**config.mk**
```make
export PLATFORM = sky130hd
export DESIGN_NAME = kcpsm_port_hub_flat
export DESIGN_NICKNAME = d
export VERILOG_FILES = /design/src/rtl/kcpsm_port_hub_pkg.sv /design/src/rtl/kcpsm_port_hub_if.sv /design/src/rtl/kcpsm_port_hub_evt_flag_bank.sv /design/src/rtl/kcpsm_port_hub.sv /design/src/flat_wrapper.sv
export SDC_FILE = /design/constraint.sdc
export NUM_CORES = 1
export LEC_CHECK = 0
export ABC_AREA = 1
export CAP_MARGIN = 5
export CORE_MARGIN = 5
export CORE_UTILIZATION = 41
export CTS_CLUSTER_SIZE = 8
export DETAILED_ROUTE_END_ITERATION = 10
export PLACE_DENSITY_LB_ADDON = 0.25
export RECOVER_POWER = 50
export SLEW_MARGIN = 20
export SYNTH_ARGS = -nofsm -noshare
export SYNTH_HDL_FRONTEND = slang
export SYNTH_SLANG_ARGS = --single-unit
```
**constraint.sdc**
```tcl
create_clock -name clk -period 1.1 [get_ports clk]
set_input_delay 0.33 -clock clk [delete_from_list [all_inputs] [get_ports clk]]
set_output_delay 0.33 -clock clk [all_outputs]
set_load 0.005 [all_outputs]
```
**src/rtl/kcpsm_port_hub_pkg.sv**
```systemverilog
// Shared definitions for the KCPSM port hub: default port map, peripheral
// channel indices and the interrupt FSM state encoding.
package kcpsm_port_hub_pkg;

    localparam logic [7:0] DEF_STAT_ADDR = 8'h0F;
    localparam logic [7:0] DEF_IN_BASE   = 8'h10;
    localparam logic [7:0] DEF_OUT_BASE  = 8'h20;
    localparam logic [7:0] DEF_RD_VAL    = 8'h00;

    // Peripheral channel indices within the input/output banks
    localparam int CH_RTC   = 0;
    localparam int CH_PS2   = 1;
    localparam int CH_VGA   = 2;
    localparam int CH_AUDIO = 3;

    typedef enum logic [1:0] {
        IRQ_IDLE = 2'd0,
        IRQ_REQ  = 2'd1,
        IRQ_WAIT = 2'd2
    } irq_state_e;

endpackage

```
**src/rtl/kcpsm_port_hub_if.sv**
```systemverilog
// CPU-side port bus of the KCPSM port hub.
// Bus semantics: port_id is valid whenever a strobe is high; each strobe is a
// single-cycle qualifier with no backpressure. in_port is the registered
// image of port_id one clock earlier, so the CPU sees it on its INPUT cycle.
interface kcpsm_port_hub_if #(
    parameter int DW = 8,
    parameter int AW = 8
);
    logic [AW-1:0] port_id;
    logic [DW-1:0] out_port;
    logic          write_strobe;
    logic          k_write_strobe;
    logic          read_strobe;
    logic [DW-1:0] in_port;
    logic          interrupt;
    logic          interrupt_ack;

    modport master (
        output port_id, out_port, write_strobe, k_write_strobe, read_strobe,
        output interrupt_ack,
        input  in_port, interrupt
    );

    modport slave (
        input  port_id, out_port, write_strobe, k_write_strobe, read_strobe,
        input  interrupt_ack,
        output in_port, interrupt
    );
endinterface

```
**src/rtl/kcpsm_port_hub_evt_flag_bank.sv**
```systemverilog
// Sticky event flags, interrupt mask, clear-on-read and the interrupt
// request FSM of the KCPSM port hub.
module kcpsm_port_hub_evt_flag_bank
    import kcpsm_port_hub_pkg::*;
#(
    parameter int N_EVT = 4
) (
    input  logic             clk,
    input  logic             reset,
    input  logic [N_EVT-1:0] evt_in_i,
    input  logic             mask_we_i,
    input  logic [N_EVT-1:0] mask_wdata_i,
    input  logic             clr_en_i,
    input  logic [N_EVT-1:0] clr_bits_i,
    input  logic             irq_ack_i,
    output logic [N_EVT-1:0] flags_o,
    output logic [N_EVT-1:0] mask_o,
    output logic             irq_o,
    output irq_state_e       state_o
);

    logic [N_EVT-1:0] flags_q, flags_d;
    logic [N_EVT-1:0] mask_q, mask_d;
    irq_state_e       state_q, state_d;
    logic             pending;

    // Events are OR-ed in after the clear so a same-cycle event is never lost
    always_comb begin
        flags_d = flags_q;
        if (clr_en_i) begin
            flags_d = flags_q & ~clr_bits_i;
        end
        flags_d = flags_d | evt_in_i;
        mask_d  = mask_we_i ? mask_wdata_i : mask_q;
    end

    assign pending = |(flags_q & mask_q);

    always_comb begin
        state_d = state_q;
        irq_o   = 1'b0;
        case (state_q)
            IRQ_IDLE: begin
                if (pending) begin
                    state_d = IRQ_REQ;
                end
            end
            IRQ_REQ: begin
                irq_o = 1'b1;
                if (irq_ack_i) begin
                    state_d = IRQ_WAIT;
                end else if (mask_we_i && (mask_wdata_i == '0)) begin
                    state_d = IRQ_IDLE;
                end
            end
            IRQ_WAIT: begin
                // Re-arm only once every enabled flag has been cleared
                if (!pending) begin
                    state_d = IRQ_IDLE;
                end
            end
            default: state_d = IRQ_IDLE;
        endcase
    end

    always_ff @(posedge clk or negedge reset) begin
        if (!reset) begin
            flags_q <= '0;
            mask_q  <= '0;
            state_q <= IRQ_IDLE;
        end else begin
            flags_q <= flags_d;
            mask_q  <= mask_d;
            state_q <= state_d;
        end
    end

    assign flags_o = flags_q;
    assign mask_o  = mask_q;
    assign state_o = state_q;

endmodule

```
**src/rtl/kcpsm_port_hub.sv**
```systemverilog
// KCPSM I/O port hub: registered read mux, registered output bank with
// OUTPUT/OUTPUTK decode, per-channel strobes and the event/interrupt bank.
module kcpsm_port_hub
    import kcpsm_port_hub_pkg::*;
#(
    parameter int            DW        = 8,
    parameter int            AW        = 8,
    parameter int            N_IN      = 12,
    parameter int            N_OUT     = 8,
    parameter int            N_EVT     = 4,
    parameter logic [AW-1:0] IN_BASE   = AW'(DEF_IN_BASE),
    parameter logic [AW-1:0] OUT_BASE  = AW'(DEF_OUT_BASE),
    parameter logic [AW-1:0] STAT_ADDR = AW'(DEF_STAT_ADDR),
    parameter logic [DW-1:0] DEF_RD    = DW'(DEF_RD_VAL)
) (
    input  logic                clk,
    input  logic                reset,
    kcpsm_port_hub_if.slave     bus,
    input  logic [N_IN*DW-1:0]  ch_in,
    output logic [N_IN-1:0]     rd_ack,
    output logic [N_OUT*DW-1:0] ch_out,
    output logic [N_OUT-1:0]    wr_pulse,
    input  logic [N_EVT-1:0]    evt_in,
    output irq_state_e          irq_state
);

    localparam logic [AW-1:0] MASK_ADDR = STAT_ADDR + AW'(1);

    logic [DW-1:0]       in_port_q, in_port_d;
    logic [N_IN-1:0]     rd_ack_q, rd_ack_d;
    logic [N_OUT*DW-1:0] ch_out_q, ch_out_d;
    logic [N_OUT-1:0]    wr_pulse_q, wr_pulse_d;

    logic                stat_sel, mask_sel;
    logic [N_EVT-1:0]    flags, mask;

    assign stat_sel = (bus.port_id == STAT_ADDR);
    assign mask_sel = (bus.port_id == MASK_ADDR);

    // Read mux and read acknowledges; status/mask shadow any overlapping channel
    always_comb begin
        in_port_d = DEF_RD;
        rd_ack_d  = '0;
        for (int i = 0; i < N_IN; i++) begin
            if (bus.port_id == AW'(IN_BASE + AW'(i))) begin
                in_port_d   = ch_in[i*DW +: DW];
                rd_ack_d[i] = bus.read_strobe;
            end
        end
        if (stat_sel) begin
            in_port_d              = '0;
            in_port_d[N_EVT-1:0]   = flags;
            rd_ack_d               = '0;
        end else if (mask_sel) begin
            in_port_d              = '0;
            in_port_d[N_EVT-1:0]   = mask;
            rd_ack_d               = '0;
        end
    end

    // OUTPUT decodes the full address; OUTPUTK only port_id[3:0] and loses to OUTPUT
    always_comb begin
        wr_pulse_d = '0;
        ch_out_d   = ch_out_q;
        for (int i = 0; i < N_OUT; i++) begin
            if (bus.write_strobe) begin
                wr_pulse_d[i] = (bus.port_id == AW'(OUT_BASE + AW'(i))) &&
                                !stat_sel && !mask_sel;
            end else begin
                wr_pulse_d[i] = bus.k_write_strobe && (bus.port_id[3:0] == 4'(i));
            end
            if (wr_pulse_d[i]) begin
                ch_out_d[i*DW +: DW] = bus.out_port;
            end
        end
    end

    always_ff @(posedge clk or negedge reset) begin
        if (!reset) begin
            in_port_q  <= DEF_RD;
            rd_ack_q   <= '0;
            ch_out_q   <= '0;
            wr_pulse_q <= '0;
        end else begin
            in_port_q  <= in_port_d;
            rd_ack_q   <= rd_ack_d;
            ch_out_q   <= ch_out_d;
            wr_pulse_q <= wr_pulse_d;
        end
    end

    // The clear uses the status value the CPU is actually latching this cycle
    kcpsm_port_hub_evt_flag_bank #(
        .N_EVT (N_EVT)
    ) u_evt_flag_bank (
        .clk          (clk),
        .reset        (reset),
        .evt_in_i     (evt_in),
        .mask_we_i    (bus.write_strobe && mask_sel),
        .mask_wdata_i (bus.out_port[N_EVT-1:0]),
        .clr_en_i     (bus.read_strobe && stat_sel),
        .clr_bits_i   (in_port_q[N_EVT-1:0]),
        .irq_ack_i    (bus.interrupt_ack),
        .flags_o      (flags),
        .mask_o       (mask),
        .irq_o        (bus.interrupt),
        .state_o      (irq_state)
    );

    assign bus.in_port = in_port_q;
    assign rd_ack      = rd_ack_q;
    assign ch_out      = ch_out_q;
    assign wr_pulse    = wr_pulse_q;

endmodule

```
**src/flat_wrapper.sv**
```systemverilog
// flat-port wrapper written by rule: the top's interface ports become plain ports
module kcpsm_port_hub_flat import kcpsm_port_hub_pkg::*;
#(
    parameter int            DW        = 8,
    parameter int            AW        = 8,
    parameter int            N_IN      = 12,
    parameter int            N_OUT     = 8,
    parameter int            N_EVT     = 4,
    parameter logic [AW-1:0] IN_BASE   = AW'(DEF_IN_BASE),
    parameter logic [AW-1:0] OUT_BASE  = AW'(DEF_OUT_BASE),
    parameter logic [AW-1:0] STAT_ADDR = AW'(DEF_STAT_ADDR),
    parameter logic [DW-1:0] DEF_RD    = DW'(DEF_RD_VAL)
)
  (clk, reset, ch_in, rd_ack, ch_out, wr_pulse, evt_in, irq_state, bus_port_id, bus_out_port, bus_write_strobe, bus_k_write_strobe, bus_read_strobe, bus_interrupt_ack, bus_in_port, bus_interrupt);
  kcpsm_port_hub_if #(.DW(DW), .AW(AW)) bus_i ();
  input  logic clk;
  input  logic reset;
  input  logic [N_IN*DW-1:0] ch_in;
  output logic [N_IN-1:0] rd_ack;
  output logic [N_OUT*DW-1:0] ch_out;
  output logic [N_OUT-1:0] wr_pulse;
  input  logic [N_EVT-1:0] evt_in;
  output irq_state_e irq_state;
  input wire logic [$bits(bus_i.port_id)-1:0] bus_port_id;
  input wire logic [$bits(bus_i.out_port)-1:0] bus_out_port;
  input wire logic [$bits(bus_i.write_strobe)-1:0] bus_write_strobe;
  input wire logic [$bits(bus_i.k_write_strobe)-1:0] bus_k_write_strobe;
  input wire logic [$bits(bus_i.read_strobe)-1:0] bus_read_strobe;
  input wire logic [$bits(bus_i.interrupt_ack)-1:0] bus_interrupt_ack;
  output wire logic [$bits(bus_i.in_port)-1:0] bus_in_port;
  output wire logic [$bits(bus_i.interrupt)-1:0] bus_interrupt;
  assign bus_i.port_id = bus_port_id;
  assign bus_i.out_port = bus_out_port;
  assign bus_i.write_strobe = bus_write_strobe;
  assign bus_i.k_write_strobe = bus_k_write_strobe;
  assign bus_i.read_strobe = bus_read_strobe;
  assign bus_i.interrupt_ack = bus_interrupt_ack;
  assign bus_in_port = bus_i.in_port;
  assign bus_interrupt = bus_i.interrupt;
  kcpsm_port_hub #(.DW(DW), .AW(AW), .N_IN(N_IN), .N_OUT(N_OUT), .N_EVT(N_EVT), .IN_BASE(IN_BASE), .OUT_BASE(OUT_BASE), .STAT_ADDR(STAT_ADDR), .DEF_RD(DEF_RD)) u_core (.clk(clk), .reset(reset), .bus(bus_i), .ch_in(ch_in), .rd_ack(rd_ack), .ch_out(ch_out), .wr_pulse(wr_pulse), .evt_in(evt_in), .irq_state(irq_state));
endmodule
```
=== Yosys cells after proc, flatten, opt, wreduce, memory -nomap -nowiden ===
Index checks and enable logic that the tools add are counted.

* Mux-type cells: 41
* Reductions and logical operators: 34
* Equal/unequal tests: 33
* Bitwise logic cells: 4

{| class="wikitable"
|+ Operator list
! cell !! number
|-
| two-way mux 8 bit || 13
|-
| equality test 8 x 5 -> 1 bit, second input constant || 12
|-
| equality test 8 x 6 -> 1 bit, second input constant || 8
|-
| logical AND 1 bit || 27
|-
| two-way mux 12 bit || 2
|-
| two-way mux 1 bit || 20
|-
| equality test 4 x 3 -> 1 bit, second input constant || 4
|-
| AND 4 bit || 2
|-
| equality test 4 x 2 -> 1 bit, second input constant || 2
|-
| equality test 8 x 4 -> 1 bit, second input constant || 1
|-
| zero test 4 bit || 2
|-
| two-way mux 2 bit || 4
|-
| case mux 2 bit (3 select lines) || 1
|-
| equality test 4 x 1 -> 1 bit, second input constant || 1
|-
| two-way mux 4 bit || 1
|-
| inequality test 2 bit, second input constant || 2
|-
| inverter 4 bit || 1
|-
| OR 4 bit || 1
|-
| OR reduction 4 bit || 1
|-
| inequality test 3 bit, second input constant || 1
|-
| AND reduction 3 bit || 1
|-
| equality test 2 x 1 -> 1 bit, second input constant || 1
|-
| equality test 2 bit, second input constant || 1
|-
| zero test 1 bit || 2
|-
| zero test 2 bit || 1
|}

* Logic and storage cells: 126
* Register bits: 102
* Input port bits: 122
* Output and inout port bits: 95

=== Longest topological paths before layout ===
Gate-level depths: netlist (run 1).

* Depth after elaboration: 14
* Mapped depth: 12
* Depth with buffers taken out: 12

=== By module ===
Synthesis (run 1) repeated with hierarchy kept, for this count alone.

* Cells, all modules: 548
* Area, all modules: 4634.4 µm²

{| class="wikitable"
|+ Modules (own cells, without submodules)
! module !! times used !! cells each !! area an instance (µm²) !! seq. area each (µm²)
|-
| kcpsm_port_hub || 1 || 497 || 4197.8 || 2277.2
|-
| kcpsm_port_hub_evt_flag_bank || 1 || 51 || 436.7 || 250.2
|}

=== Worst setup path after synthesis (run 1) ===
No wires, ideal clock.

* Path type: in2reg
* Start: in bus_port_id[5]
* End: reg u_core.in_port_q[0], in the netlist u_core.bus.in_port[0]
* Stages: 9
* Setup slack: -404 ps
* Arrival time: 1375 ps
* Data required time: 970 ps
* Path buffers: 0
* Library setup time: 130 ps
* Cells stage by stage: inv_1 -> nand2_1 -> nor2_4 -> nand3_4 -> nor2_4 -> inv_2 -> or2_0 -> nand2_1 -> nand4_1

* Cells in the longest elaborated chain, start to end: 14
* Elaborated cells on any way between the ends: 26
* Those cells by class: eq/ne: 13; mux: 13

{| class="wikitable"
|+ RTL lines
! element !! line !! text
|-
| from (decl) || flat_wrapper.sv:24 || <nowiki>input wire logic [$bits(bus_i.port_id)-1:0] bus_port_id;</nowiki>
|-
| equality test 8 x 5 -> 1 bit || kcpsm_port_hub.sv:45 || <nowiki>if (bus.port_id == AW'(IN_BASE + AW'(i))) begin</nowiki>
|-
| two-way mux 8 bit (11 in a row) || kcpsm_port_hub.sv:45 ||
|-
| two-way mux 8 bit || kcpsm_port_hub.sv:54 || <nowiki>end else if (mask_sel) begin</nowiki>
|-
| two-way mux 8 bit (*) || kcpsm_port_hub.sv:50 || <nowiki>if (stat_sel) begin</nowiki>
|-
| via u_core.in_port_d[0] || kcpsm_port_hub.sv:29 || <nowiki>logic [DW-1:0] in_port_q, in_port_d;</nowiki>
|-
| to (signal assigned) || kcpsm_port_hub.sv:85 || <nowiki>in_port_q <= in_port_d;</nowiki>
|-
| to (decl) || kcpsm_port_hub.sv:29 ||
|}

The timed path passes the listed nets; every way through them passes the cells marked *.
A chain may end at the register's enable or synchronous reset.

=== Worst setup path after layout (run 1) ===
* Start: in bus_port_id[5]
* End: reg u_core.ch_out_q[10], in the netlist u_core.ch_out[10]

* Cells in the longest elaborated chain, start to end: 5
* Elaborated cells on any way between the ends: 8
* Those cells by class: eq/ne: 3; mux: 1; reduce/logical: 4

{| class="wikitable"
|+ RTL lines
! element !! line !! text
|-
| equality test 8 x 4 -> 1 bit || kcpsm_port_hub.sv:37 || <nowiki>assign stat_sel = (bus.port_id == STAT_ADDR);</nowiki>
|-
| zero test 1 bit || kcpsm_port_hub.sv:68 || <nowiki>!stat_sel && !mask_sel;</nowiki>
|-
| logical AND 1 bit || kcpsm_port_hub.sv:67 || <nowiki>wr_pulse_d[i] = (bus.port_id == AW'(OUT_BASE + AW'(i))) &&</nowiki>
|-
| logical AND 1 bit (*) || kcpsm_port_hub.sv:68 ||
|-
| two-way mux 1 bit (*) || kcpsm_port_hub.sv:66 || <nowiki>if (bus.write_strobe) begin</nowiki>
|-
| via u_core.wr_pulse_d[1] || kcpsm_port_hub.sv:32 || <nowiki>logic [N_OUT-1:0] wr_pulse_q, wr_pulse_d;</nowiki>
|-
| to (signal assigned) || kcpsm_port_hub.sv:87 || <nowiki>ch_out_q <= ch_out_d;</nowiki>
|-
| to (decl) || kcpsm_port_hub.sv:31 || <nowiki>logic [N_OUT*DW-1:0] ch_out_q, ch_out_d;</nowiki>
|}

Marked as above.

==> flow_summary.yaml, run 1 <==
cells_and_area:
  layoutNonFillerInstCount: 1055
  nets: 1032
  syn2layout_area_growth_pct: 80.5
  mostFrequentLayoutCell: "nand2_1"
  antenna_cells: 0
  fillerInstances: 783
  finalInstanceArea_um2: 8320
  final_cell_mix: "nand2_1, buf_4, clkdlybuf4s50_1, dfrtp_1, buf_2"
  drive_gt1_share_pct: 41.3
worst_setup_path:
  r2r_setup_slack_ns: 0
  crit_path_max_fanout: 8
  timing_worst_setup_path_type: "in2reg"
  cp.required_ns: 1.32
  crit_path_end_kind: "flip-flop"
  critPathLaunchType: "primary input"
  arrival_ns: 1.72
placement:
  placed_cell_area_um2: 7440
  dp.cells: 955
  numPortBuffers: 207
  dp_hpwl_um: 13400
  gp_congestion: 0.993
clock_tree:
  clk_latency_ns: 0.34
  cts_root_buffer: "clkbuf_16"
  cts_buffers: 9
  clkTransAtPathRegs_ns: 0.07
  cts.sink_count: 101
  h-tree-depth: 3
  clockBufferDepth: 2
  cts_tree: "built"
floorplan:
  initial_core_util_pct: 42.2
  die_h_um: 116
  core-area_um2: 10900
  num_io_pins: 217
  die_w_um: 116
  rows: 38
  dieArea_um2: 13500
grt:
  first_global_vias: 5483
  grt_max_degree: 36
  grt_pass1_wl_um: 28300
  antenna_found_initial: 0
  grt_usage_pct: 27.5
  grt_overflow: 0
sta:
  final.min_clock_period_ns: 1.50
  clock.fmax_mhz: 668
  rsz0062_at_grt: "true"
  finalHoldViolations: 0
  drv_slew: 0
  fin_skew_ns: 0.00770
  final.period_utilization_pct: 136
  timing.final.ws_setup_ns: -0.397
  finalSetupViolations: 183
  whs_ns: 0.420
status:
  outcome: "finished, violations left"
  violations: "negative setup slack"
route:
  vias: 5304
  drc: 0
  wl_met1_um: 7250
  drt_wl_total_um: 19000
  post_drt_wl_per_cell_um: 18.0
  top_layer_used: "met4"
  drt-pass1-iter-count: 5
  route.met3.wl_um: 1540
  detail-route-antenna-nets: 0
  drt_iter0_drc: 318
  viasPerCell: 5.03
  dr_wl_met2_um: 9670
synth:
  ys_types: 26
  synthesis.area_um2: 4610
  synth_warnings: 0
  avgSynthCellArea_um2: 8.54
  syn_inst: 540
  synth_nets: 662
  ys_seq_area_share_pct: 54.8
  synth_seq_cells: 101
power:
  max-vdd-ir-drop_uv: 1060
  powerDensity_nw_per_um2: 1340
  p_leak_nw: 4.18
flow_run:
  drv_cap: 0
min_path:
  min_path_type: "in2reg"
==> per-stage QoR <==
| step | setup slack (ns) | setup TNS, ns | utilization [%] | total power, mW |
|---|---|---|---|---|
| after CTS | -0.327 | -27.74 | 72.3 | 10.7 |
| after global routing | -0.463 | -39.07 | 76.1 | 11.7 |
| final | -0.397 | -30.01 | 76.1 | 11.1 |
| after detailed placement | -1.14 | -98.64 | 68.0 | 7.54 |
| after floorplan | -0.338 | -14.21 | - | 5.36 |
| after global placement | -1.09 | -93.56 | 68.0 | 7.46 |
==> what timing repair did <==
item | 4_1_cts | 5_1_grt
cloned | 4 | 1
setup endpoints to repair | 195 | 189
buffers inserted | 46 | 35
resized for setup | 497 | 54
hold buffers | 1 | 0
hold endpoints to repair | 9 | 0
pin swaps | 40 | 25
==> power breakdown <==
group	internal [mW]	leakage, nW	switching (mW)
logic	1.92	2.73	1.35
registers	4.29	1.30	0.342
clock network	1.83	0.150	1.40
==> cell families (layout without fill, tap and decap cells) <==
logic type,count (synthesis),count (layout),synth area share (%)
flops,101,101,54.8
compound gates,97,97,11.0
simple gates,271,271,28.0
other cells,1,1,0.0813
buf+inv,70,445,6.08
==> synthesized netlist by cell type <==
library cell | number | share of area (%)
inv_1 | 43 | 3.5
nor3_2 | 9 | 2.0
buf_4 | 2 | 0.33
o21ai_0 | 27 | 2.9
conb_1 | 1 | 0.081
nand2_1 | 150 | 12
o21ai_1 | 48 | 5.2
or2_0 | 7 | 0.95
or2_2 | 2 | 0.27
a21oi_1 | 15 | 1.6
nand3_4 | 2 | 0.76
a31oi_1 | 4 | 0.54
nor2_1 | 40 | 3.3
a221oi_1 | 1 | 0.19
nand4_1 | 16 | 2.2
nand2_2 | 4 | 0.54
o32ai_1 | 1 | 0.19
inv_2 | 17 | 1.4
nand3_1 | 21 | 2.3
nor2_4 | 9 | 2.2
buf_2 | 8 | 0.87
dfrtp_1 | 101 | 55
a21oi_4 | 1 | 0.35
or2_1 | 4 | 0.54
nor3_1 | 3 | 0.33
nor2_2 | 4 | 0.54
==> routing by layer <==
metal / vias to the layer above / track usage [%]
met2: 229 / 48.8
met5: - / 0
li1: 2505 / -
met4: 0 / 10.8
met1: 2534 / 31.7
met3: 36 / 7.42
==> registers in the layout (all words and copies together) (netlist names) <==
name                            cells
u_core.bus.in_port                  8
u_core.wr_pulse                     8
u_core.u_evt_flag_bank.flags_o      4
u_core.u_evt_flag_bank.state_o      2
u_core.u_evt_flag_bank.mask_o       4
u_core.rd_ack                      11
u_core.ch_out                      64
==> path summary, 6_finish.rpt <==
check	start	to	cells after the start
setup / recovery	bus_port_id[5]	u_core.ch_out[10]	10
hold / removal	bus_port_id[0]	u_core.rd_ack[6]	4
setup reg to reg	u_core.u_evt_flag_bank.state_o[0]	u_core.u_evt_flag_bank.state_o[0]	4
hold reg to reg	u_core.ch_out[6]	u_core.ch_out[6]	2
max in group asynchronous	reset	u_core.rd_ack[2]	3
min in group asynchronous	reset	u_core.ch_out[34]	2
==> area by class of cell <==
class                      instances  area [um2]  share of cell area, %
clock buffer                      11         243                   2.92
clock inverter                     5        57.6                  0.691
inverter                          60         264                   3.17
multi-input combinational        369        2090                   25.1
sequential                       101        2530                   30.4
tap                              140         175                   2.10
timing repair buffer             365        2940                   35.3
timing repair inverter             4        30.0                  0.361
==> worst max-delay path: stages <==
cell	delay (ns)
buf_8	0.07
clkinvlp_4	0.10
buf_6	0.14
nor2_4	0.13
a21oi_4	0.10
buf_4	0.17
nor3_4	0.24
clkinvlp_4	0.27
nand2_1	0.10
o21ai_1	0.06
Power figures use the tool's default switching activity.
==> run 2, diff against run 1 <==
Settings changed: CORE_UTILIZATION 41 to 30.
==> run 2 against run 1 <==
Net effect: the run still ends with negative setup slack left; clock skew down 0.0041 ns; sequential power about the same; critical path depth up 1; utilization down 21 points; cell count up 2.3%; fmax up 4.0%; routed wire length up 0.79%; setup slack better by 0.058 ns; sequential share of layout area about the same; clock power down 9.0%; register-to-register slack worse by 0.03 ns; critical path type unchanged; highest routed layer unchanged.
==> flow_summary.yaml, run 2 (synthesized netlist as in run 1, its figures left out) <==
power:
  powerDensity_nw_per_um2: 1270
  swShare_pct: 28.7
  p_leak_nw: 4.13
  finalPower_mw: 10.6
  p_comb_share_pct: 28.4
  p_int_mw: 7.54
  pwr-share-seq_pct: 43.7
  max-vdd-ir-drop_uv: 1150
  p_switching_mw: 3.03
  clkPwrFrac_pct: 27.9
clock_tree:
  clkTransAtPathRegs_ns: 0.06
  cts.sink_count: 101
  clockBufferDepth: 2
  cts_tree: "built"
  h-tree-depth: 3
  cts_buffers: 9
  cts_root_buffer: "clkbuf_16"
  clk_latency_ns: 0.34
placement:
  placed_cell_area_um2: 7590
  numPortBuffers: 207
  gp_congestion: 0.930
  dp_hpwl_um: 14600
  dp.cells: 1008
flow_run:
  drv_cap: 0
cells_and_area:
  seq_area_um2: 2530
  finalInstanceArea_um2: 8330
  nets: 1009
  final_cell_mix: "nand2_1, clkdlybuf4s50_1, dfrtp_1"
  largest_register_ffs: 64
  syn2layout_area_growth_pct: 80.5
  fillerInstances: 1395
  drive_gt1_share_pct: 42.8
  mostFrequentLayoutCell: "nand2_1"
  multiInputGateArea_um2: 2170
  antenna_cells: 0
  layoutNonFillerInstCount: 1079
sta:
  finalHoldViolations: 0
  final.min_clock_period_ns: 1.44
  worst_pin_slew_ns: 0.560
  drv_slew: 0
  timing.final.ws_setup_ns: -0.340
  max_slew_margin_pct: 62.7
  final.period_utilization_pct: 131
  rsz0062_at_grt: "true"
  clock.fmax_mhz: 695
  whs_ns: 0.410
  finalSetupViolations: 207
  fin_skew_ns: 0.00357
worst_setup_path:
  timing_worst_setup_path_type: "in2reg"
  cp_top_family: "simple AND/OR/NAND/NOR gates"
  cp.required_ns: 1.32
  critPathSlowestCell: "or2_1"
  crit_path_max_incr_delay_ns: 0.23
  arrival_ns: 1.66
  crit_path_end_kind: "flip-flop"
  crit_path_max_fanout: 6
  critPathLaunchType: "primary input"
  crit_chain: "buf_6 -> nor2_4 -> nand3_4 -> buf_12 -> nor2_4 -> inv_2 -> or2_1 -> nand2_2 -> nand4_1 -> nand2_1 -> nand3_1"
  path_buf_inv: 3
  path_common_cell: "nor2_4"
route:
  detail-route-antenna-nets: 0
  drt_iter0_drc: 267
  viasPerCell: 4.70
  post_drt_wl_per_cell_um: 17.7
  drt-pass1-iter-count: 4
  drt_wl_total_um: 19100
  vias: 5067
  drc: 0
floorplan:
  dieArea_um2: 18000
  num_io_pins: 217
  rows: 45
  die_w_um: 134
  die_h_um: 134
  core-area_um2: 15100
  initial_core_util_pct: 30.5
status:
  outcome: "finished, violations left"
  violations: "negative setup slack"
grt:
  grt_overflow: 0
  antenna_found_initial: 0
  grt_pass1_wl_um: 29300
  grt_usage_pct: 20.9
  first_global_vias: 5277
  grt_max_degree: 41
min_path:
  min_path_type: "in2reg"
==> run 2: cell types whose count changed in the layout (fill, tap and decap cells not counted), moves of 4 or more <==
cell     change
o21ai_2      +7
buf_6        +6
o21ai_0      -6
buf_4       -29
nand2_2      +6
buf_12       +4
nand3_2      +4
nand2_4      +4
nand2_1      -9
nand3_1      -4
==> run 2: layout make-up <==
cell class	instances	share of cell area, %
multi-input combinational	369	26.1
clock buffer	10	2.75
tap	188	2.83
timing repair buffer	341	34.0
timing repair inverter	5	0.451
inverter	60	3.11
sequential	101	30.4
clock inverter	5	0.421
==> run 2: path summary, 6_finish.rpt <==
kind	start	to	slack (ns)	cells past startpoint
worst max-delay path	bus_port_id[6]	u_core.bus.in_port[2]	-0.34	11
worst min-delay path	bus_port_id[2]	u_core.rd_ack[1]	0.41	5
worst max register to register	u_core.u_evt_flag_bank.state_o[1]	u_core.u_evt_flag_bank.state_o[0]	-0.03	4
worst min register to register	u_core.ch_out[28]	u_core.ch_out[28]	0.48	2
max in group asynchronous	reset	u_core.ch_out[11]	-0.01	3
min in group asynchronous	reset	u_core.u_evt_flag_bank.state_o[0]	0.51	2
==> run 2: per-layer routing <==
metal  part of all wire (%)  track usage, %  vias up
met3                    9.3            7.61       28
met1                     40            25.3     2389
li1                       -               -     2448
met5                      0               0        -
met4                    2.0            5.71        0
met2                     48            35.3      202
==> run 2: power by group through the flow <==
stage | combinational, mW | sequential (mW) | clock, mW
3_5_place_dp | 2.89 | 4.68 | 0
4_1_cts | 2.72 | 4.61 | 3.04
2_1_floorplan | 0.653 | 4.70 | 0
5_1_grt | 3.30 | 4.68 | 3.22
6_report | 3.01 | 4.62 | 2.94
3_3_place_gp | 2.84 | 4.66 | 0
==> run 2: timing repair <==
action	in CTS	in global routing
setup buffers	25	29
gates resized for setup	500	91
pin swaps	33	57
hold buffers	1	0
hold endpoints to repair	13	0
cloned	6	0
endpoints found under the setup margin	195	188
==> run 2: through the flow <==
stage / setup TNS, ns / util [%] / setup slack (ns)
after floorplan: -14.21 / - / -0.338
after global placement: -105.91 / 50.1 / -1.31
after detailed placement: -106.96 / 50.1 / -1.28
after CTS: -28.15 / 52.0 / -0.347
after global routing: -39.21 / 55.0 / -0.397
final: -25.55 / 55.0 / -0.340
==> run 2: tightest hold or removal path: cells and delay by family <==
| kind | cells | cell delay [ns] |
|---|---|---|
| simple gates | 3 | 0.16 |
| buf+inv | 2 | 0.23 |
==> run 3, diff against run 2 <==
Settings changed: CTS_CLUSTER_SIZE 8 to 30.
==> results of run 3 <==
No change in the layout: final DEF, timing and power equal those of run 2.
